File: config.mk
export PLATFORM = sky130hd
export DESIGN_NAME = uart_frame_rx
export DESIGN_NICKNAME = d
export VERILOG_FILES = /design/src/rtl/uart_frame_pkg.sv /design/src/rtl/uart_rx.sv /design/src/rtl/uart_frame_rx.sv
export SDC_FILE = /design/constraint.sdc
export NUM_CORES = 1
export LEC_CHECK = 0
export CAP_MARGIN = 20
export CORE_UTILIZATION = 35
export DETAILED_ROUTE_END_ITERATION = 10
export PLACE_DENSITY = 0.59
export RECOVER_POWER = 25
export SYNTH_ARGS = -nofsm -noshare
export SYNTH_HDL_FRONTEND = slang
export SYNTH_HIERARCHICAL = 1
export SYNTH_SLANG_ARGS = --single-unit
File: constraint.sdc
create_clock -name clk -period 3.2 [get_ports clk]
set_clock_uncertainty 0.05 [all_clocks]
set_input_delay 0.96 -clock clk [delete_from_list [all_inputs] [get_ports clk]]
set_output_delay 0.96 -clock clk [all_outputs]
set_load 0.01 [all_outputs]
File: src/rtl/uart_frame_pkg.sv
// Shared constants and state types for the framed UART receiver.
// Used by uart_rx and uart_frame_rx; UART_FRAME_RX_STATS_EN enables the frame/error counters.
package uart_frame_pkg;

    localparam logic [7:0] SYNC0 = 8'hA5;
    localparam logic [7:0] SYNC1 = 8'h5A;
    localparam int FRAME_PAYLOAD_BYTES = 4;

    typedef enum logic [2:0] {
        IDLE,
        START,
        DATA,
        STOP,
        WAIT_IDLE
    } rx_state_t;

    typedef enum logic [2:0] {
        HUNT_A5,
        HUNT_5A,
        B3,
        B2,
        B1,
        B0
    } parse_state_t;

    function automatic logic [15:0] sat_inc16(input logic [15:0] value);
        return (value == 16'hFFFF) ? value : value + 16'd1;
    endfunction

endpackage

File: src/rtl/uart_rx.sv
// Bit-level 8N1 UART receiver: synchronizes the line, rejects short start glitches,
// samples mid-bit and emits a byte with a same-cycle valid or stop-error pulse.
module uart_rx
    import uart_frame_pkg::*;
#(
    parameter int CLK_FREQ  = 100_000_000,
    parameter int BAUD_RATE = 115200
) (
    input  logic       clk,
    input  logic       rst_n,
    input  logic       rx_pin,
    output logic [7:0] rx_byte,
    output logic       byte_valid,
    output logic       stop_err
);

    localparam int CLKS_PER_BIT = CLK_FREQ / BAUD_RATE;
    localparam int CNT_W        = $clog2(CLKS_PER_BIT + 1);
    localparam logic [CNT_W-1:0] FULL_M1 = CNT_W'(CLKS_PER_BIT - 1);
    localparam logic [CNT_W-1:0] HALF_M1 = CNT_W'(CLKS_PER_BIT / 2 - 1);

    logic [1:0]       sync_q;
    logic             rx_s;
    rx_state_t        state, state_next;
    logic [CNT_W-1:0] clk_cnt;
    logic [2:0]       bit_idx;
    logic [7:0]       shift_q;
    logic             tick;

    always_ff @(posedge clk or negedge rst_n) begin
        if (!rst_n) begin
            sync_q <= 2'b11;
        end else begin
            sync_q <= {sync_q[0], rx_pin};
        end
    end

    assign rx_s = sync_q[1];

    // START waits half a bit so every later sample lands mid-bit.
    assign tick = (state == START) ? (clk_cnt == HALF_M1) : (clk_cnt == FULL_M1);

    always_ff @(posedge clk or negedge rst_n) begin
        if (!rst_n) begin
            state <= IDLE;
        end else begin
            state <= state_next;
        end
    end

    always_comb begin
        state_next = state;
        case (state)
            IDLE:      if (!rx_s) state_next = START;
            START:     if (tick) state_next = rx_s ? IDLE : DATA;
            DATA:      if (tick && bit_idx == 3'd7) state_next = STOP;
            STOP:      if (tick) state_next = rx_s ? IDLE : WAIT_IDLE;
            WAIT_IDLE: if (rx_s) state_next = IDLE;
            default:   state_next = IDLE;
        endcase
    end

    always_ff @(posedge clk or negedge rst_n) begin
        if (!rst_n) begin
            clk_cnt <= '0;
            bit_idx <= '0;
            shift_q <= '0;
        end else begin
            if (state == IDLE || tick) begin
                clk_cnt <= '0;
            end else begin
                clk_cnt <= clk_cnt + CNT_W'(1);
            end
            if (state == START) begin
                bit_idx <= '0;
            end else if (state == DATA && tick) begin
                shift_q <= {rx_s, shift_q[7:1]};
                bit_idx <= bit_idx + 3'd1;
            end
        end
    end

    assign rx_byte    = shift_q;
    assign byte_valid = (state == STOP) && tick && rx_s;
    assign stop_err   = (state == STOP) && tick && !rx_s;

endmodule

File: src/rtl/uart_frame_rx.sv
// Framed UART receiver: hunts for A5 5A, collects a 4-byte payload and aborts on
// stop-bit errors or inter-byte timeout. Define UART_FRAME_RX_STATS_EN for live counters.
module uart_frame_rx
    import uart_frame_pkg::*;
#(
    parameter int CLK_FREQ     = 100_000_000,
    parameter int BAUD_RATE    = 115200,
    parameter int TIMEOUT_BITS = 40
) (
    input  logic        clk,
    input  logic        rst_n,
    input  logic        uart_rx_pin,
    output logic [31:0] o_frame_data,
    output logic        o_frame_valid,
    output logic        o_frame_err,
    output logic [15:0] o_frame_cnt,
    output logic [15:0] o_err_cnt
);

    localparam int CLKS_PER_BIT   = CLK_FREQ / BAUD_RATE;
    localparam int TIMEOUT_CYCLES = TIMEOUT_BITS * CLKS_PER_BIT;
    localparam int TO_W           = $clog2(TIMEOUT_CYCLES + 1);
    localparam logic [TO_W-1:0] TO_LAST = TO_W'(TIMEOUT_CYCLES - 1);
    localparam int PAYLOAD_W      = 8 * (FRAME_PAYLOAD_BYTES - 1);

    logic [7:0]           rx_byte;
    logic                 byte_valid;
    logic                 stop_err;
    parse_state_t         pstate, pstate_next;
    logic [TO_W-1:0]      to_cnt;
    logic [PAYLOAD_W-1:0] payload_q;
    logic                 timeout;
    logic                 frame_load;
    logic                 err_next;

    uart_rx #(
        .CLK_FREQ  (CLK_FREQ),
        .BAUD_RATE (BAUD_RATE)
    ) u_rx (
        .clk        (clk),
        .rst_n      (rst_n),
        .rx_pin     (uart_rx_pin),
        .rx_byte    (rx_byte),
        .byte_valid (byte_valid),
        .stop_err   (stop_err)
    );

    // A byte arriving on the expiry cycle wins over the timeout.
    assign timeout    = (pstate != HUNT_A5) && (to_cnt == TO_LAST) && !byte_valid && !stop_err;
    assign frame_load = byte_valid && (pstate == B0);
    assign err_next   = stop_err || timeout;

    always_ff @(posedge clk or negedge rst_n) begin
        if (!rst_n) begin
            pstate <= HUNT_A5;
        end else begin
            pstate <= pstate_next;
        end
    end

    always_comb begin
        pstate_next = pstate;
        if (err_next) begin
            pstate_next = HUNT_A5;
        end else if (byte_valid) begin
            case (pstate)
                HUNT_A5: if (rx_byte == SYNC0) pstate_next = HUNT_5A;
                HUNT_5A: begin
                    if (rx_byte == SYNC1) begin
                        pstate_next = B3;
                    end else if (rx_byte != SYNC0) begin
                        pstate_next = HUNT_A5;
                    end
                end
                B3:      pstate_next = B2;
                B2:      pstate_next = B1;
                B1:      pstate_next = B0;
                B0:      pstate_next = HUNT_A5;
                default: pstate_next = HUNT_A5;
            endcase
        end
    end

    always_ff @(posedge clk or negedge rst_n) begin
        if (!rst_n) begin
            to_cnt        <= '0;
            payload_q     <= '0;
            o_frame_data  <= '0;
            o_frame_valid <= 1'b0;
            o_frame_err   <= 1'b0;
        end else begin
            if (pstate == HUNT_A5 || byte_valid || stop_err) begin
                to_cnt <= '0;
            end else begin
                to_cnt <= to_cnt + TO_W'(1);
            end
            if (byte_valid && (pstate == B3 || pstate == B2 || pstate == B1)) begin
                payload_q <= {payload_q[PAYLOAD_W-9:0], rx_byte};
            end
            if (frame_load) begin
                o_frame_data <= {payload_q, rx_byte};
            end
            o_frame_valid <= frame_load;
            o_frame_err   <= err_next;
        end
    end

`ifdef UART_FRAME_RX_STATS_EN
    logic [15:0] frame_cnt_q;
    logic [15:0] err_cnt_q;

    always_ff @(posedge clk or negedge rst_n) begin
        if (!rst_n) begin
            frame_cnt_q <= '0;
            err_cnt_q   <= '0;
        end else begin
            if (frame_load) frame_cnt_q <= sat_inc16(frame_cnt_q);
            if (err_next)   err_cnt_q   <= sat_inc16(err_cnt_q);
        end
    end

    assign o_frame_cnt = frame_cnt_q;
    assign o_err_cnt   = err_cnt_q;
`else
    assign o_frame_cnt = '0;
    assign o_err_cnt   = '0;
`endif

endmodule
# After elaboration in Yosys (flattened, before gate mapping)
# Cells that the tools add are included.
dict set report op_classes {
  add_sub_neg 3
  n_eq_ne 23
  muxes 19
  n_bitwise 1
  reduce_logical 27
}
# operator count
set ops {}
lappend ops {{$mux W3} 13}
lappend ops {{$pmux W3 S5} 2}
lappend ops {{$add A16 B1 Y16 const B} 1}
lappend ops {{$eq A16 B16 Y1 const B} 1}
lappend ops {{$mux W16} 1}
lappend ops {{$eq A3 B2 Y1 const B} 4}
lappend ops {{$eq A3 B3 Y1 const B} 4}
lappend ops {{$add A10 B1 Y10 const B} 1}
lappend ops {{$eq A10 B10 Y1 const B} 1}
lappend ops {{$eq A10 B9 Y1 const B} 1}
lappend ops {{$logic_and A1 B1 Y1} 10}
lappend ops {{$mux W10} 1}
lappend ops {{$eq A8 B7 Y1 const B} 1}
lappend ops {{$eq A8 B8 Y1 const B} 1}
lappend ops {{$ne A2 B1 Y1 const B} 4}
lappend ops {{$ne A8 B8 Y1 const B} 1}
lappend ops {{$eq A3 B1 Y1 const B} 2}
lappend ops {{$logic_not A3 Y1} 2}
lappend ops {{$logic_or A1 B1 Y1} 6}
lappend ops {{$reduce_and A5 Y1} 1}
lappend ops {{$ne A4 B4 Y1 const B} 1}
lappend ops {{$reduce_bool A2 Y1} 2}
lappend ops {{$add A3 B1 Y3 const B} 1}
lappend ops {{$logic_not A1 Y1} 3}
lappend ops {{other kinds (8)} 8}
dict set report word_totals {
  register_bits 103
  in_bits 3
  out_inout_bits 66
  elab_cells 84
}

# Logic depth before layout (Yosys ltp)
# Gate-level depths: netlist of run 1.
dict set report logic_depth {
  depth_word 10
  ltp_mapped 11
}

# Cells and area by module
# Netlist of run 1, hierarchy kept.
# module n_inst cells_per_inst area_per_inst_um2 seq_area_each_um2
set modules_own_cells {}
lappend modules_own_cells {uart_frame_rx 1 336 3429.5 1926.8}
lappend modules_own_cells {uart_rx 1 113 1337.5 653.1}

# Worst setup path before layout of run 1
# OpenSTA, ideal clock, no wires.
dict set report synth_path {
  path_type {reg2reg}
  startpoint {reg u_rx.clk_cnt[5]}
  endpoint {reg to_cnt[9]}
  setup_time_ps 66
  t_arrival_ps 2335
  t_required_ps 3084
  setup_slack_ps 749
  path_stages_with_launch 10
  n_path_buf 2
  period_less_slack_ps 2451
  cell_sequence {dfrtp_1 and4bb_2 nor3b_1 o2111ai_1 nor2_1 buf_6 or3_1 clkbuf_1 or4_1 nand2_1}
}
dict set report synth_via {
  elab_chain_len 7
  word_cells_on_any_way 9
}
# element line_no
set synth_rtl {}
lappend synth_rtl {{start, declared} uart_rx.sv:25} ;# logic [CNT_W-1:0] clk_cnt;
lappend synth_rtl {{start signal, assigned} uart_rx.sv:72} ;# clk_cnt <= clk_cnt + CNT_W'(1);
lappend synth_rtl {{$eq A10 B10 Y1 or $eq A10 B9 Y1 (tied branches)} uart_rx.sv:41} ;# assign tick = (state == START) ? (clk_cnt == HALF_M1) : (clk_cnt == FULL_M1);
lappend synth_rtl {{$mux W1 (*)} uart_rx.sv:41}
lappend synth_rtl {{$logic_and A1 B1 Y1 (*) (2 in a row)} uart_rx.sv:84} ;# assign byte_valid = (state == STOP) && tick && rx_s;
lappend synth_rtl {{net byte_valid} uart_frame_rx.sv:27} ;# logic byte_valid;
lappend synth_rtl {{$logic_or A1 B1 Y1 (*) (2 in a row)} uart_frame_rx.sv:92} ;# if (pstate == HUNT_A5 || byte_valid || stop_err) begin
lappend synth_rtl {{$mux W16 (*)} uart_frame_rx.sv:92}
lappend synth_rtl {{end signal, assigned} uart_frame_rx.sv:95} ;# to_cnt <= to_cnt + TO_W'(1);
lappend synth_rtl {{end, declared} uart_frame_rx.sv:30} ;# logic [TO_W-1:0] to_cnt;
# The timed path passes the listed nets; every way through them passes the cells marked *.
# A chain may end at the register's enable or synchronous reset.

# Worst setup path after layout of run 1
dict set report layout_path {
  startpoint {reg u_rx.clk_cnt[7]}
  endpoint {reg o_frame_data[26]}
}
dict set report layout_via {
  elab_chain_len 5
  word_cells_on_any_way 6
}
# element line_no
set layout_rtl {}
lappend layout_rtl {{$eq A10 B10 Y1 or $eq A10 B9 Y1 (tied branches)} uart_rx.sv:41}
lappend layout_rtl {{$mux W1 (*)} uart_rx.sv:41}
lappend layout_rtl {{$logic_and A1 B1 Y1 (*) (2 in a row)} uart_rx.sv:84}
lappend layout_rtl {{net byte_valid} uart_frame_rx.sv:27}
lappend layout_rtl {{$logic_and A1 B1 Y1 (*)} uart_frame_rx.sv:50} ;# assign frame_load = byte_valid && (pstate == B0);
lappend layout_rtl {{end signal, assigned} uart_frame_rx.sv:101} ;# o_frame_data <= {payload_q, rx_byte};
lappend layout_rtl {{end, declared} uart_frame_rx.sv:13} ;# output logic [31:0] o_frame_data,
# Marks and branches as above.

==> impl_metrics.xml, run 1 <==
<?xml version="1.0" encoding="UTF-8"?>
<metrics>
  <group name="routing">
    <metric name="postRouteAntennaNets" unit="">0</metric>
    <metric name="route.vias.total" unit="">3093</metric>
    <metric name="route.detailed.vias_per_inst" unit="">4.67</metric>
    <metric name="avgRoutedWirePerCell" unit="um">12.3</metric>
    <metric name="initial_detailed_routing_violation_count" unit="">153</metric>
    <metric name="totalWireLength" unit="um">8140</metric>
    <metric name="route.detailed.drc" unit="">0</metric>
    <metric name="firstDrtPassIters" unit="">4</metric>
  </group>
  <group name="clock_network">
    <metric name="ctsLongestPathBuffers" unit="">2</metric>
    <metric name="clock_insertion_delay_worst_skew" unit="ns">0.34</metric>
    <metric name="hold_buffers" unit="">0</metric>
    <metric name="cts_setup_buffers" unit="">0</metric>
    <metric name="clock_pin_slew_of_the_registers_on_the_worst_case_setup_and_hold_paths" unit="ns">0.07</metric>
    <metric name="tritoncts" unit="">built</metric>
    <metric name="tritoncts_num_sinks" unit="">103</metric>
    <metric name="cts-resized-gates" unit="">0</metric>
    <metric name="clock_tree.root_cell" unit="">sky130_fd_sc_hd__clkbuf_16</metric>
    <metric name="tritoncts.num_buffers" unit="">9</metric>
    <metric name="cts_htree_levels" unit="">3</metric>
  </group>
  <group name="critical_path">
    <metric name="r2r-start" unit="">u_rx/clk_cnt[7]$_DFF_PN0_</metric>
    <metric name="worst_setup_path_startpoint" unit="">u_rx/clk_cnt[7]$_DFF_PN0_</metric>
    <metric name="worst-path-max-fanout" unit="">33</metric>
    <metric name="crit_type" unit="">reg -&gt; reg</metric>
    <metric name="worstPathArrival" unit="ns">2.94</metric>
    <metric name="kind_of_end_point_of_the_critical_path" unit="">register</metric>
    <metric name="crit_required" unit="ns">3.43</metric>
    <metric name="cp-start-kind" unit="">register</metric>
  </group>
  <group name="sta">
    <metric name="min_cycle_time_layout" unit="ns">2.71</metric>
    <metric name="worst_slew_pin_slew" unit="ns">1.06</metric>
    <metric name="timing.fmax" unit="MHz">368</metric>
    <metric name="grt_setup_unrepaired" unit="">no</metric>
    <metric name="timing.final.crit_share" unit="%">84.8</metric>
    <metric name="fin_setup_tns" unit="ns">0</metric>
    <metric name="finalWorstSetupSlack" unit="ns">0.486</metric>
    <metric name="finalHoldViolations" unit="">0</metric>
    <metric name="setup-violations-final" unit="">0</metric>
    <metric name="maxSlewHeadroom" unit="%">29.4</metric>
    <metric name="report.final.slew_viol_count" unit="">0</metric>
  </group>
  <group name="die">
    <metric name="die_h" unit="um">119</metric>
    <metric name="initial_utilization" unit="%">36.0</metric>
    <metric name="ios" unit="">69</metric>
    <metric name="design.die.area" unit="um2">14100</metric>
    <metric name="fp.dieW" unit="um">119</metric>
    <metric name="floorplan.rows" unit="">42</metric>
    <metric name="fp.coreArea" unit="um2">13200</metric>
  </group>
  <group name="global_route">
    <metric name="grt_first_pass_wirelength" unit="um">14000</metric>
    <metric name="number_of_antenna_violations_at_the_first_check_in_global_routing" unit="">0</metric>
    <metric name="pin_count_of_the_biggest_net_entering_global_routing" unit="">46</metric>
    <metric name="number_of_global_route_vias_before_repair" unit="">3027</metric>
    <metric name="global_route.usage.total" unit="%">12.4</metric>
    <metric name="global_route.overflow_total" unit="">0</metric>
  </group>
  <group name="placement">
    <metric name="dp.final_hpwl" unit="um">5570</metric>
    <metric name="place_ws" unit="ns">0.545</metric>
    <metric name="gp_routability_congestion" unit="">0.780</metric>
    <metric name="portBuffers" unit="">36</metric>
  </group>
  <group name="finish">
    <metric name="final_layout_size_suffix_gt1_share" unit="%">13.8</metric>
    <metric name="final_core_utilization" unit="%">41.1</metric>
    <metric name="areaGrowthSynthToFinish" unit="%">14.1</metric>
    <metric name="top_library_cells_by_usage_in_the_layout_fill_and_taps_aside" unit="">sky130_fd_sc_hd__nand2_1, sky130_fd_sc_hd__dfrtp_1, sky130_fd_sc_hd__clkdlybuf4s50_1, sky130_fd_sc_hd__conb_1, sky130_fd_sc_hd__mux2_2</metric>
    <metric name="finalNetCount" unit="">489</metric>
    <metric name="commonest_non_fill_non_tap_cell_in_the_layout" unit="">sky130_fd_sc_hd__nand2_1</metric>
    <metric name="antenna_cells_inserted" unit="">0</metric>
  </group>
  <group name="synth">
    <metric name="synth.distinct_cells" unit="">52</metric>
    <metric name="netlist_area_before_placement" unit="um2">4770</metric>
    <metric name="postSynth.asyncResetShare" unit="%">100</metric>
    <metric name="syn_avg_cell_area" unit="um2">10.6</metric>
    <metric name="post_synth_edffs" unit="">0</metric>
    <metric name="postSynthRegisterBits" unit="">103</metric>
    <metric name="syn_inst" unit="">449</metric>
    <metric name="synth_ff_type" unit="">sky130_fd_sc_hd__dfrtp_1</metric>
    <metric name="seq_area_frac_synth" unit="%">54.1</metric>
    <metric name="yosys_warnings" unit="">6</metric>
  </group>
  <group name="power">
    <metric name="p_switching" unit="uW">532</metric>
    <metric name="power_density" unit="nW/um2">441</metric>
    <metric name="design_power_total" unit="mW">2.40</metric>
    <metric name="irDropWorstVdd" unit="mV">0.205</metric>
    <metric name="power.combinational.fraction" unit="%">1.8</metric>
    <metric name="cell_internal_pwr" unit="mW">1.87</metric>
    <metric name="netSwitchingFraction" unit="%">22.2</metric>
    <metric name="seq_power_share" unit="%">54.4</metric>
    <metric name="total_leakage_power" unit="nW">2.63</metric>
    <metric name="power_frac_clock" unit="%">43.8</metric>
  </group>
  <group name="hold_path">
    <metric name="launch_instance_of_the_worst_min_delay_path" unit="">u_rx/sync_q[0]$_DFF_PN1_</metric>
    <metric name="worstHoldPathType" unit="">reg -&gt; reg</metric>
  </group>
  <group name="outcome">
    <metric name="outcome" unit="">completed</metric>
  </group>
  <group name="flow_run">
    <metric name="max_cap_viol_count" unit="">0</metric>
  </group>
</metrics>
-- stage by stage --
step / hold slack, ns / area [um2] / instances
2_1_floorplan: 0.295 / 4880 / 480
3_5_place_dp: 0.297 / 5160 / 646
5_1_grt: 0.316 / 5440 / 663
6_report: 0.307 / 5440 / 663
4_1_cts: 0.307 / 5450 / 662
3_3_place_gp: 0.297 / 5160 / 646
-- power groups by stage --
stage                     clock, mW  sequential, mW  combinational [mW]
after floorplan                   0            1.33              0.0460
after global placement            0            1.33              0.0491
after detailed placement          0            1.33              0.0496
after CTS                      1.10            1.30              0.0497
after global routing           1.15            1.30              0.0533
final                          1.05            1.30              0.0443
-- final cells by class --
type	count	area (um2)
clock buffer	10	239
clock inverter	6	52.6
fill	1337	7800
inverter	7	26.3
multi-input combinational	318	1920
sequential	103	2580
tap	176	220
timing repair buffer	43	405
-- worst max-delay path, cell delays in order (launching register included) --
cell and delay (ns):
sky130_fd_sc_hd__dfrtp_1 0.42, sky130_fd_sc_hd__and4bb_2 0.35, sky130_fd_sc_hd__nor3b_1 0.38, sky130_fd_sc_hd__o2111ai_1 0.25
sky130_fd_sc_hd__nor2_1 0.45, sky130_fd_sc_hd__nand4b_1 0.18, sky130_fd_sc_hd__inv_1 0.08, sky130_fd_sc_hd__buf_4 0.31
sky130_fd_sc_hd__nand2_1 0.10, sky130_fd_sc_hd__nand2_1 0.06
-- metal layers --
metal	track usage, %	part of all wire, %	vias up
met5	0	0	-
met3	3.62	2.9	5
li1	-	-	1513
met2	21.0	48	48
met4	4.03	0.65	0
met1	15.2	48	1527
-- cell families after synthesis --
logic type      after synthesis  synth area share, %
compound gates               26                 3.44
xor+xnor                     16                 2.94
fa+ha+maj                     4                 1.05
buf+inv                      59                 8.11
simple gates                204                 21.3
flops                       103                 54.1
other cells                   1               0.0787
mux                          36                 9.00
-- synth_stat cells, types with 2 or more instances --
library cell / n / area [um2]
sky130_fd_sc_hd__mux2_2: 27 / 304
sky130_fd_sc_hd__or4_1: 2 / 15.0
sky130_fd_sc_hd__nor2_1: 20 / 75.1
sky130_fd_sc_hd__buf_4: 36 / 270
sky130_fd_sc_hd__xnor2_1: 8 / 70.1
sky130_fd_sc_hd__o2111ai_1: 2 / 17.5
sky130_fd_sc_hd__nor3_1: 17 / 85.1
sky130_fd_sc_hd__nand4_1: 6 / 37.5
sky130_fd_sc_hd__buf_6: 2 / 22.5
sky130_fd_sc_hd__or3_1: 4 / 25.0
sky130_fd_sc_hd__nor3b_4: 2 / 37.5
sky130_fd_sc_hd__ha_1: 4 / 50.1
sky130_fd_sc_hd__nand3_1: 12 / 60.1
sky130_fd_sc_hd__and2_1: 4 / 25.0
sky130_fd_sc_hd__nand2_1: 112 / 420
sky130_fd_sc_hd__nor4bb_1: 5 / 50.1
sky130_fd_sc_hd__clkbuf_1: 8 / 30.0
sky130_fd_sc_hd__and4_1: 2 / 17.5
sky130_fd_sc_hd__a211oi_1: 2 / 15.0
sky130_fd_sc_hd__xor2_1: 8 / 70.1
sky130_fd_sc_hd__nor2b_1: 2 / 12.5
sky130_fd_sc_hd__inv_1: 7 / 26.3
sky130_fd_sc_hd__nor4_1: 2 / 12.5
sky130_fd_sc_hd__a21oi_1: 7 / 35.0
sky130_fd_sc_hd__mux2_4: 7 / 105
sky130_fd_sc_hd__dfstp_2: 2 / 52.6
sky130_fd_sc_hd__o21ai_0: 7 / 35.0
sky130_fd_sc_hd__nand2b_1: 2 / 12.5
sky130_fd_sc_hd__and3_1: 2 / 12.5
sky130_fd_sc_hd__buf_2: 4 / 20.0
sky130_fd_sc_hd__nor3b_1: 2 / 15.0
sky130_fd_sc_hd__mux2i_1: 2 / 20.0
sky130_fd_sc_hd__dfrtp_1: 101 / 2530
-- sequential cells by signal (all words and copies together), names as in the netlist --
signal,count
u_rx/sync_q,2
u_rx/clk_cnt,10
o_frame_data,32
pstate,3
payload_q,24
u_rx/bit_idx,3
u_rx/state,3
to_cnt,16
o_frame_err,1
u_rx/rx_byte,8
o_frame_valid,1
-- final timing paths --
kind | cells past startpoint | slack, ns | end
setup reg to reg | 9 | 0.49 | o_frame_data[26]$_DFFE_PN0P_
hold reg to reg | 0 | 0.31 | u_rx/sync_q[1]$_DFF_PN1_
min in group asynchronous | 1 | 0.75 | o_frame_data[8]$_DFFE_PN0P_
setup / recovery | 9 | 0.49 | o_frame_data[26]$_DFFE_PN0P_
max in group asynchronous | 2 | 0.76 | payload_q[22]$_DFFE_PN0P_
hold / removal | 0 | 0.31 | u_rx/sync_q[1]$_DFF_PN1_
Note: power is estimated with default switching activity, not from simulation.
==> run 2: changes to the inputs <==
--- a/config.mk
+++ b/config.mk
@@ -8,7 +8,7 @@
 export CAP_MARGIN = 20
 export CORE_UTILIZATION = 35
 export DETAILED_ROUTE_END_ITERATION = 10
-export PLACE_DENSITY = 0.59
+export PLACE_DENSITY = 0.62
 export RECOVER_POWER = 25
 export SYNTH_ARGS = -nofsm -noshare
 export SYNTH_HDL_FRONTEND = slang
==> constraint.sdc (replaced) <==
create_clock -name clk -period 2.3 [get_ports clk]
set_clock_uncertainty 0.05 [all_clocks]
set_input_delay 0.69 -clock clk [delete_from_list [all_inputs] [get_ports clk]]
set_output_delay 0.69 -clock clk [all_outputs]
set_load 0.01 [all_outputs]
==> run 2 against run 1 <==
  * Register-to-register slack lost 0.45 ns
  * Utilization grew 1.8 points
  * Via count is 1.5% higher
  * Largest cell class unchanged
  * Fmax grew 20%
  * Critical path depth did not move
  * Sequential share of layout area shrank 2.0 points
  * Largest power group unchanged
==> impl_metrics.xml, run 2 (synthesized netlist as in run 1, its figures left out) <==
<?xml version="1.0" encoding="UTF-8"?>
<metrics>
  <group name="routing">
    <metric name="dr_wl_met2" unit="um">3950</metric>
    <metric name="route.detailed.drc" unit="">0</metric>
    <metric name="firstDrtPassIters" unit="">4</metric>
    <metric name="initial_detailed_routing_violation_count" unit="">132</metric>
    <metric name="route.detailed.vias_per_inst" unit="">4.59</metric>
    <metric name="postRouteAntennaNets" unit="">0</metric>
    <metric name="uppermost_layer_routed" unit="">met4</metric>
    <metric name="avgRoutedWirePerCell" unit="um">12.5</metric>
    <metric name="wl_met1" unit="um">4200</metric>
    <metric name="route.vias.total" unit="">3138</metric>
    <metric name="totalWireLength" unit="um">8530</metric>
    <metric name="met3_length" unit="um">290</metric>
  </group>
  <group name="power">
    <metric name="cell_internal_pwr" unit="mW">2.56</metric>
    <metric name="p_switching" unit="uW">738</metric>
    <metric name="power.combinational.fraction" unit="%">2.0</metric>
    <metric name="power_frac_clock" unit="%">43.1</metric>
    <metric name="seq_power_share" unit="%">55.0</metric>
    <metric name="netSwitchingFraction" unit="%">22.4</metric>
    <metric name="irDropWorstVdd" unit="mV">0.313</metric>
    <metric name="design_power_total" unit="mW">3.30</metric>
    <metric name="power_density" unit="nW/um2">582</metric>
    <metric name="total_leakage_power" unit="nW">2.76</metric>
  </group>
  <group name="hold_path">
    <metric name="worst_hold_path.num_cells" unit="">0</metric>
    <metric name="launch_instance_of_the_worst_min_delay_path" unit="">u_rx/sync_q[0]$_DFF_PN1_</metric>
    <metric name="worstHoldPathType" unit="">reg -&gt; reg</metric>
    <metric name="worstHoldEndpoint" unit="">u_rx/sync_q[1]$_DFF_PN1_</metric>
  </group>
  <group name="finish">
    <metric name="finalNetCount" unit="">511</metric>
    <metric name="antenna_cells_inserted" unit="">0</metric>
    <metric name="top_register_by_number_of_flip_flops" unit="">o_frame_data</metric>
    <metric name="largest_register_ff_count" unit="">32</metric>
    <metric name="areaGrowthSynthToFinish" unit="%">19.0</metric>
    <metric name="fill_cells" unit="">1261</metric>
    <metric name="top_library_cells_by_usage_in_the_layout_fill_and_taps_aside" unit="">sky130_fd_sc_hd__nand2_1, sky130_fd_sc_hd__dfrtp_1, sky130_fd_sc_hd__clkdlybuf4s50_1, sky130_fd_sc_hd__conb_1, sky130_fd_sc_hd__mux2_2</metric>
    <metric name="final_layout_size_suffix_gt1_share" unit="%">18.3</metric>
    <metric name="commonest_non_fill_non_tap_cell_in_the_layout" unit="">sky130_fd_sc_hd__nand2_1</metric>
    <metric name="largestRegisters" unit="">o_frame_data x32, payload_q x24, to_cnt x16</metric>
  </group>
  <group name="critical_path">
    <metric name="path_cells" unit="">buf_6 -&gt; and4bb_2 -&gt; nor3b_4 -&gt; o2111ai_2 -&gt; buf_4 -&gt; nor2_4 -&gt; or3_1 -&gt; or4_1 -&gt; nand2_1</metric>
    <metric name="r2r-start" unit="">u_rx/clk_cnt[6]$_DFF_PN0_</metric>
    <metric name="cpPeakStageDelay" unit="ns">0.41</metric>
    <metric name="critical_path.reg2reg.endpoint" unit="">to_cnt[9]$_DFF_PN0_</metric>
    <metric name="worstPathArrival" unit="ns">2.48</metric>
    <metric name="cp_top_family" unit="">simple AND/OR/NAND/NOR gates</metric>
    <metric name="worstRegToRegCells" unit="">9</metric>
    <metric name="setup.reg_to_reg.worst_slack" unit="ns">0.04</metric>
    <metric name="cell_with_the_largest_stage_delay_on_the_worst_path" unit="">sky130_fd_sc_hd__or4_1</metric>
    <metric name="cp.buffers_inverters" unit="">2</metric>
    <metric name="crit_type" unit="">reg -&gt; reg</metric>
    <metric name="worst-path-max-fanout" unit="">3</metric>
    <metric name="crit_required" unit="ns">2.53</metric>
    <metric name="cp-start-kind" unit="">register</metric>
    <metric name="kind_of_end_point_of_the_critical_path" unit="">register</metric>
  </group>
  <group name="placement">
    <metric name="dp.final_hpwl" unit="um">5920</metric>
    <metric name="portBuffers" unit="">36</metric>
    <metric name="place_ws" unit="ns">-0.0246</metric>
    <metric name="gp_routability_congestion" unit="">0.788</metric>
  </group>
  <group name="clock_network">
    <metric name="clock_pin_slew_of_the_registers_on_the_worst_case_setup_and_hold_paths" unit="ns">0.06</metric>
    <metric name="hold_buffers" unit="">0</metric>
    <metric name="tritoncts_num_sinks" unit="">103</metric>
    <metric name="ctsLongestPathBuffers" unit="">2</metric>
    <metric name="clock_tree.root_cell" unit="">sky130_fd_sc_hd__clkbuf_16</metric>
    <metric name="clock_insertion_delay_worst_skew" unit="ns">0.34</metric>
    <metric name="tritoncts.num_buffers" unit="">9</metric>
    <metric name="tritoncts" unit="">built</metric>
    <metric name="cts_htree_levels" unit="">3</metric>
  </group>
  <group name="die">
    <metric name="fp.dieW" unit="um">119</metric>
    <metric name="ios" unit="">69</metric>
    <metric name="design.die.area" unit="um2">14100</metric>
    <metric name="fp.coreArea" unit="um2">13200</metric>
    <metric name="floorplan.rows" unit="">42</metric>
    <metric name="die_h" unit="um">119</metric>
    <metric name="initial_utilization" unit="%">36.0</metric>
  </group>
  <group name="global_route">
    <metric name="global_route.usage.total" unit="%">13.0</metric>
    <metric name="global_route.overflow_total" unit="">0</metric>
    <metric name="number_of_global_route_vias_before_repair" unit="">3056</metric>
    <metric name="grt_first_pass_wirelength" unit="um">14900</metric>
    <metric name="number_of_antenna_violations_at_the_first_check_in_global_routing" unit="">0</metric>
    <metric name="pin_count_of_the_biggest_net_entering_global_routing" unit="">61</metric>
  </group>
  <group name="sta">
    <metric name="grt_setup_unrepaired" unit="">yes</metric>
    <metric name="min_cycle_time_layout" unit="ns">2.26</metric>
    <metric name="timing.final.crit_share" unit="%">98.2</metric>
    <metric name="worst_slew_pin_slew" unit="ns">1.17</metric>
    <metric name="report.final.slew_viol_count" unit="">0</metric>
    <metric name="maxSlewHeadroom" unit="%">22.0</metric>
    <metric name="finalWorstSetupSlack" unit="ns">0.0407</metric>
    <metric name="finalHoldViolations" unit="">0</metric>
    <metric name="timing.fmax" unit="MHz">443</metric>
    <metric name="setup-violations-final" unit="">0</metric>
  </group>
  <group name="outcome">
    <metric name="outcome" unit="">completed</metric>
  </group>
  <group name="flow_run">
    <metric name="max_cap_viol_count" unit="">0</metric>
  </group>
</metrics>
-- run 2: how the worst max path moves through the flow --
stage / depth (start not counted) / slack, ns / end / startpoint
finish: 9 / 0.04 / to_cnt[9]$_DFF_PN0_ / u_rx/clk_cnt[6]$_DFF_PN0_
global route: 9 / -0.06 / o_frame_data[0]$_DFFE_PN0P_ / u_rx/clk_cnt[6]$_DFF_PN0_
CTS: 9 / -0.01 / to_cnt[9]$_DFF_PN0_ / u_rx/clk_cnt[6]$_DFF_PN0_
detailed placement: 7 / -0.02 / payload_q[2]$_DFFE_PN0P_ / u_rx/clk_cnt[6]$_DFF_PN0_
global placement: 9 / 0.06 / to_cnt[9]$_DFF_PN0_ / u_rx/clk_cnt[6]$_DFF_PN0_
floorplan: 11 / -0.007 / o_frame_data[0]$_DFFE_PN0P_ / u_rx/state[1]$_DFFE_PN0P_
-- run 2: final cells by class --
class	count	area (um2)	area share (%)
multi-input combinational	318	1960	34.5
inverter	7	26.3	0.463
clock inverter	6	53.8	0.948
sequential	103	2580	45.5
clock buffer	9	225	3.97
timing repair buffer	65	613	10.8
tap	176	220	3.88
-- run 2: repair_timing --
| action | CTS | global route |
|---|---|---|
| buffers inserted | 0 | 5 |
| endpoints found under the setup margin | 57 | 77 |
| pin swaps | 0 | 2 |
| endpoints found under the hold margin | 0 | 0 |
| gates resized for setup | 1 | 4 |
-- run 2: layer usage --
| layer | vias up | GRT usage, % |
|---|---|---|
| met1 | 1525 | 18.2 |
| met4 | 0 | 3.24 |
| met3 | 11 | 3.47 |
| met5 | - | 0 |
| li1 | 1559 | - |
| met2 | 43 | 20.0 |
-- run 2: stage by stage --
stage	hold slack (ns)	std cells	TNS, ns	instance area (um2)	utilization [%]
6_report	0.309	684	0	5670	42.8
5_1_grt	0.317	684	-0.913	5670	42.8
4_1_cts	0.171	679	-0.0138	5620	42.5
3_5_place_dp	0.299	664	-0.387	5340	40.3
3_3_place_gp	0.301	664	0	5340	40.3
2_1_floorplan	0.295	480	-0.145	4910	-
-- run 2: worst reg2reg max path, stage by stage (launching register included) --
cell and delay, ns:
sky130_fd_sc_hd__dfrtp_1 0.40, sky130_fd_sc_hd__buf_6 0.12, sky130_fd_sc_hd__and4bb_2 0.22, sky130_fd_sc_hd__nor3b_4 0.16
sky130_fd_sc_hd__o2111ai_2 0.25, sky130_fd_sc_hd__buf_4 0.17, sky130_fd_sc_hd__nor2_4 0.03, sky130_fd_sc_hd__or3_1 0.32
sky130_fd_sc_hd__or4_1 0.41, sky130_fd_sc_hd__nand2_1 0.07
-- run 2: power by group through the flow --
stage	Clock (mW)	Combinational [mW]	Sequential [mW]
after floorplan	0	0.0640	1.85
after global placement	0	0.0676	1.85
after detailed placement	0	0.0685	1.85
after CTS	1.47	0.0689	1.81
after global routing	1.53	0.0773	1.82
final	1.42	0.0651	1.82
==> run 3: changes to the inputs <==
--- a/config.mk
+++ b/config.mk
@@ -8,9 +8,9 @@
 export CAP_MARGIN = 20
 export CORE_UTILIZATION = 35
 export DETAILED_ROUTE_END_ITERATION = 10
+export GPL_ROUTABILITY_DRIVEN = 0
 export PLACE_DENSITY = 0.62
 export RECOVER_POWER = 25
 export SYNTH_ARGS = -nofsm -noshare
 export SYNTH_HDL_FRONTEND = slang
-export SYNTH_HIERARCHICAL = 1
 export SYNTH_SLANG_ARGS = --single-unit
==> run 3 against run 2 <==
  * Count of clock-buffer cells in the layout is the same
  * Die area decreased by 3.2%
  * Non-clock buffer count shrank 20
  * Critical path depth decreased by 4
  * Design area shrank 5.4%
  * Sequential share of layout area up 2.6 points
  * Via count is 15% lower
  * Routed wire length fell by 12%
  * Fmax up 6.7%
  * Cell count decreased by 14%
  * Synthesized cell count down 18%
  * Power up 3.2%
  * Critical path type unchanged
  * Largest power group unchanged
==> impl_metrics.xml, run 3 <==
<?xml version="1.0" encoding="UTF-8"?>
<metrics>
  <group name="outcome">
    <metric name="outcome" unit="">completed</metric>
  </group>
  <group name="sta">
    <metric name="finalWorstSetupSlack" unit="ns">0.182</metric>
    <metric name="maxSlewHeadroom" unit="%">26.2</metric>
    <metric name="timing.final.crit_share" unit="%">92.1</metric>
    <metric name="finalHoldViolations" unit="">0</metric>
    <metric name="hold_slack" unit="ns">0.307</metric>
    <metric name="setup-violations-final" unit="">0</metric>
    <metric name="timing.fmax" unit="MHz">472</metric>
    <metric name="report.final.slew_viol_count" unit="">0</metric>
    <metric name="min_cycle_time_layout" unit="ns">2.12</metric>
    <metric name="grt_setup_unrepaired" unit="">no</metric>
    <metric name="fin_setup_tns" unit="ns">0</metric>
    <metric name="worst_slew_pin_slew" unit="ns">1.11</metric>
  </group>
  <group name="critical_path">
    <metric name="cp.buffers_inverters" unit="">1</metric>
    <metric name="cp-start-kind" unit="">register</metric>
    <metric name="kind_of_end_point_of_the_critical_path" unit="">register</metric>
    <metric name="cell_with_the_largest_stage_delay_on_the_worst_path" unit="">sky130_fd_sc_hd__dfrtp_1</metric>
    <metric name="crit_required" unit="ns">2.47</metric>
    <metric name="cpPeakStageDelay" unit="ns">0.43</metric>
    <metric name="worstPathArrival" unit="ns">2.29</metric>
    <metric name="r2r-start" unit="">u_rx.clk_cnt[4]$_DFF_PN0_</metric>
    <metric name="cp_top_family" unit="">simple AND/OR/NAND/NOR gates</metric>
    <metric name="crit_type" unit="">reg -&gt; reg</metric>
    <metric name="path_cells" unit="">and4bb_2 -&gt; nand4_4 -&gt; nor4_4 -&gt; buf_12 -&gt; mux2_2</metric>
    <metric name="setup.reg_to_reg.worst_slack" unit="ns">0.18</metric>
    <metric name="worst-path-max-fanout" unit="">33</metric>
    <metric name="worst_setup_path_startpoint" unit="">u_rx.clk_cnt[4]$_DFF_PN0_</metric>
  </group>
  <group name="clock_network">
    <metric name="cts_setup_buffers" unit="">0</metric>
    <metric name="clock_tree.root_cell" unit="">sky130_fd_sc_hd__clkbuf_16</metric>
    <metric name="ctsLongestPathBuffers" unit="">2</metric>
    <metric name="cts-resized-gates" unit="">0</metric>
    <metric name="hold_buffers" unit="">0</metric>
    <metric name="clock_insertion_delay_worst_skew" unit="ns">0.34</metric>
    <metric name="cts_htree_levels" unit="">3</metric>
    <metric name="clock_pin_slew_of_the_registers_on_the_worst_case_setup_and_hold_paths" unit="ns">0.07</metric>
    <metric name="tritoncts" unit="">built</metric>
    <metric name="tritoncts.num_buffers" unit="">9</metric>
    <metric name="tritoncts_num_sinks" unit="">103</metric>
  </group>
  <group name="synth">
    <metric name="yosys_warnings" unit="">0</metric>
    <metric name="synth_top_cell_area_share" unit="%">54.8</metric>
    <metric name="netlist_area_before_placement" unit="um2">4610</metric>
    <metric name="synth_top_cells_by_count" unit="">sky130_fd_sc_hd__dfrtp_1, sky130_fd_sc_hd__mux2_2, sky130_fd_sc_hd__nor2_1, sky130_fd_sc_hd__buf_4, sky130_fd_sc_hd__nand2_1</metric>
    <metric name="post-synth-top-count-cell" unit="">sky130_fd_sc_hd__dfrtp_1</metric>
    <metric name="synth.distinct_cells" unit="">45</metric>
    <metric name="synth_ff_type" unit="">sky130_fd_sc_hd__dfrtp_1</metric>
    <metric name="synth_top_cells_by_area" unit="">sky130_fd_sc_hd__dfrtp_1, sky130_fd_sc_hd__mux2_2, sky130_fd_sc_hd__buf_4</metric>
    <metric name="syn_inst" unit="">366</metric>
    <metric name="postSynthRegisterBits" unit="">103</metric>
    <metric name="postSynth.asyncResetShare" unit="%">100</metric>
    <metric name="syn_avg_cell_area" unit="um2">12.6</metric>
    <metric name="synth_largest_area_cell" unit="">sky130_fd_sc_hd__dfrtp_1</metric>
    <metric name="seq_area_frac_synth" unit="%">55.9</metric>
    <metric name="post_synth_edffs" unit="">0</metric>
  </group>
  <group name="die">
    <metric name="fp.coreArea" unit="um2">12700</metric>
    <metric name="floorplan.rows" unit="">41</metric>
    <metric name="fp.dieW" unit="um">117</metric>
    <metric name="initial_utilization" unit="%">36.3</metric>
    <metric name="ios" unit="">69</metric>
    <metric name="design.die.area" unit="um2">13600</metric>
    <metric name="die_h" unit="um">117</metric>
  </group>
  <group name="hold_path">
    <metric name="launch_instance_of_the_worst_min_delay_path" unit="">u_rx.sync_q[0]$_DFF_PN1_</metric>
    <metric name="worstHoldPathType" unit="">reg -&gt; reg</metric>
  </group>
  <group name="routing">
    <metric name="route.detailed.drc" unit="">0</metric>
    <metric name="route.vias.total" unit="">2681</metric>
    <metric name="totalWireLength" unit="um">7500</metric>
    <metric name="initial_detailed_routing_violation_count" unit="">181</metric>
    <metric name="avgRoutedWirePerCell" unit="um">12.8</metric>
    <metric name="postRouteAntennaNets" unit="">0</metric>
    <metric name="firstDrtPassIters" unit="">4</metric>
    <metric name="route.detailed.vias_per_inst" unit="">4.56</metric>
  </group>
  <group name="power">
    <metric name="netSwitchingFraction" unit="%">21.4</metric>
    <metric name="irDropWorstVdd" unit="mV">0.360</metric>
    <metric name="power.combinational.fraction" unit="%">1.9</metric>
    <metric name="total_leakage_power" unit="nW">2.51</metric>
    <metric name="cell_internal_pwr" unit="mW">2.68</metric>
    <metric name="p_switching" unit="uW">730</metric>
    <metric name="power_frac_clock" unit="%">44.8</metric>
    <metric name="power_density" unit="nW/um2">635</metric>
    <metric name="seq_power_share" unit="%">53.3</metric>
  </group>
  <group name="global_route">
    <metric name="global_route.overflow_total" unit="">0</metric>
    <metric name="number_of_antenna_violations_at_the_first_check_in_global_routing" unit="">0</metric>
    <metric name="pin_count_of_the_biggest_net_entering_global_routing" unit="">45</metric>
    <metric name="number_of_global_route_vias_before_repair" unit="">2765</metric>
    <metric name="global_route.usage.total" unit="%">12.4</metric>
    <metric name="grt_first_pass_wirelength" unit="um">13200</metric>
  </group>
  <group name="placement">
    <metric name="place_ws" unit="ns">0.196</metric>
    <metric name="portBuffers" unit="">36</metric>
    <metric name="place.detailed.instances" unit="">573</metric>
    <metric name="dp.final_hpwl" unit="um">5150</metric>
  </group>
  <group name="finish">
    <metric name="commonest_non_fill_non_tap_cell_in_the_layout" unit="">sky130_fd_sc_hd__dfrtp_1</metric>
    <metric name="areaGrowthSynthToFinish" unit="%">16.4</metric>
    <metric name="antenna_cells_inserted" unit="">0</metric>
    <metric name="number_of_standard_cells_in_the_final_layout_excluding_fillers" unit="">588</metric>
    <metric name="largest_register_ff_count" unit="">32</metric>
    <metric name="fill_cells" unit="">1247</metric>
    <metric name="largestRegisters" unit="">o_frame_data x32, payload_q x24, to_cnt x16</metric>
    <metric name="finalNetCount" unit="">419</metric>
    <metric name="top_register_by_number_of_flip_flops" unit="">o_frame_data</metric>
    <metric name="top_library_cells_by_usage_in_the_layout_fill_and_taps_aside" unit="">sky130_fd_sc_hd__dfrtp_1, sky130_fd_sc_hd__mux2_2, sky130_fd_sc_hd__nor2_1, sky130_fd_sc_hd__clkdlybuf4s50_1, sky130_fd_sc_hd__conb_1</metric>
    <metric name="final_layout_size_suffix_gt1_share" unit="%">24.8</metric>
  </group>
  <group name="flow_run">
    <metric name="max_cap_viol_count" unit="">0</metric>
  </group>
</metrics>
[run 3: cell count changes after synthesis, sizes merged, moves of 4 or more]
cell,change
nand2,-97
xnor2,+5
clkbuf,-8
nor3,-15
nor4bb,-4
nor2,+19
mux2,+32
o21ai,-4
[run 3: worst reg2reg max path, cell delays in order (launching register included)]
cell and delay, ns:
sky130_fd_sc_hd__dfrtp_1 0.43, sky130_fd_sc_hd__and4bb_2 0.38, sky130_fd_sc_hd__nand4_4 0.18, sky130_fd_sc_hd__nor4_4 0.34, sky130_fd_sc_hd__buf_12 0.26, sky130_fd_sc_hd__mux2_2 0.37
[run 3: layout make-up]
class | instances | area (um2) | share of cell area, %
Tap cell | 172 | 215 | 4.01
Clock buffer | 9 | 225 | 4.19
Multi-Input combinational cell | 248 | 1820 | 33.9
Clock inverter | 6 | 77.6 | 1.44
Timing Repair Buffer | 45 | 430 | 8.01
Sequential cell | 103 | 2580 | 48.0
Inverter | 5 | 18.8 | 0.349
[run 3: path summary, 6_finish.rpt]
| check | to | cells after the start |
|---|---|---|
| max | o_frame_data[16]$_DFFE_PN0P_ | 5 |
| min | u_rx.sync_q[1]$_DFF_PN1_ | 0 |
| max reg2reg | o_frame_data[16]$_DFFE_PN0P_ | 5 |
| min reg2reg | u_rx.sync_q[1]$_DFF_PN1_ | 0 |
| max in group asynchronous | payload_q[1]$_DFFE_PN0P_ | 2 |
| min in group asynchronous | o_frame_data[21]$_DFFE_PN0P_ | 1 |
[run 3: cells by family (layout without fill, tap and decap cells)]
| kind of cell | after synthesis | after routing | share of synthesized area, % |
|---|---|---|---|
| AOI/OAI and AO/OA | 14 | 14 | 1.90 |
| xor gates and xnor gates | 23 | 23 | 4.37 |
| adders and majority gates | 4 | 4 | 1.08 |
| buffers and inverters | 46 | 65 | 7.10 |
| DFF | 103 | 103 | 55.9 |
| muxes | 70 | 70 | 17.0 |
| other | 1 | 32 | 0.0813 |
| and+or+nand+nor | 105 | 105 | 12.6 |
[run 3: metal layers]
metal | vias up | wire, um | GRT usage (%)
li1 | 1284 | - | -
met1 | 1325 | 3500 | 15.2
met2 | 61 | 3570 | 21.1
met3 | 11 | 319 | 2.88
met4 | 0 | 116 | 4.81
met5 | - | 0 | 0
[run 3: metrics by stage]
stage / area [um2] / total power, mW / util, %
floorplan: 4730 / 1.91 / -
global placement: 5100 / 1.92 / 40.1
detailed placement: 5100 / 1.93 / 40.1
CTS: 5400 / 3.48 / 42.5
global route: 5370 / 3.54 / 42.2
finish: 5370 / 3.41 / 42.2
[run 3: power by group through the flow]
stage | clock [mW] | combinational (mW) | sequential [mW]
detailed placement | 0 | 0.0765 | 1.85
CTS | 1.58 | 0.0766 | 1.81
floorplan | 0 | 0.0647 | 1.85
global route | 1.65 | 0.0808 | 1.81
finish | 1.53 | 0.0657 | 1.82
global placement | 0 | 0.0742 | 1.85
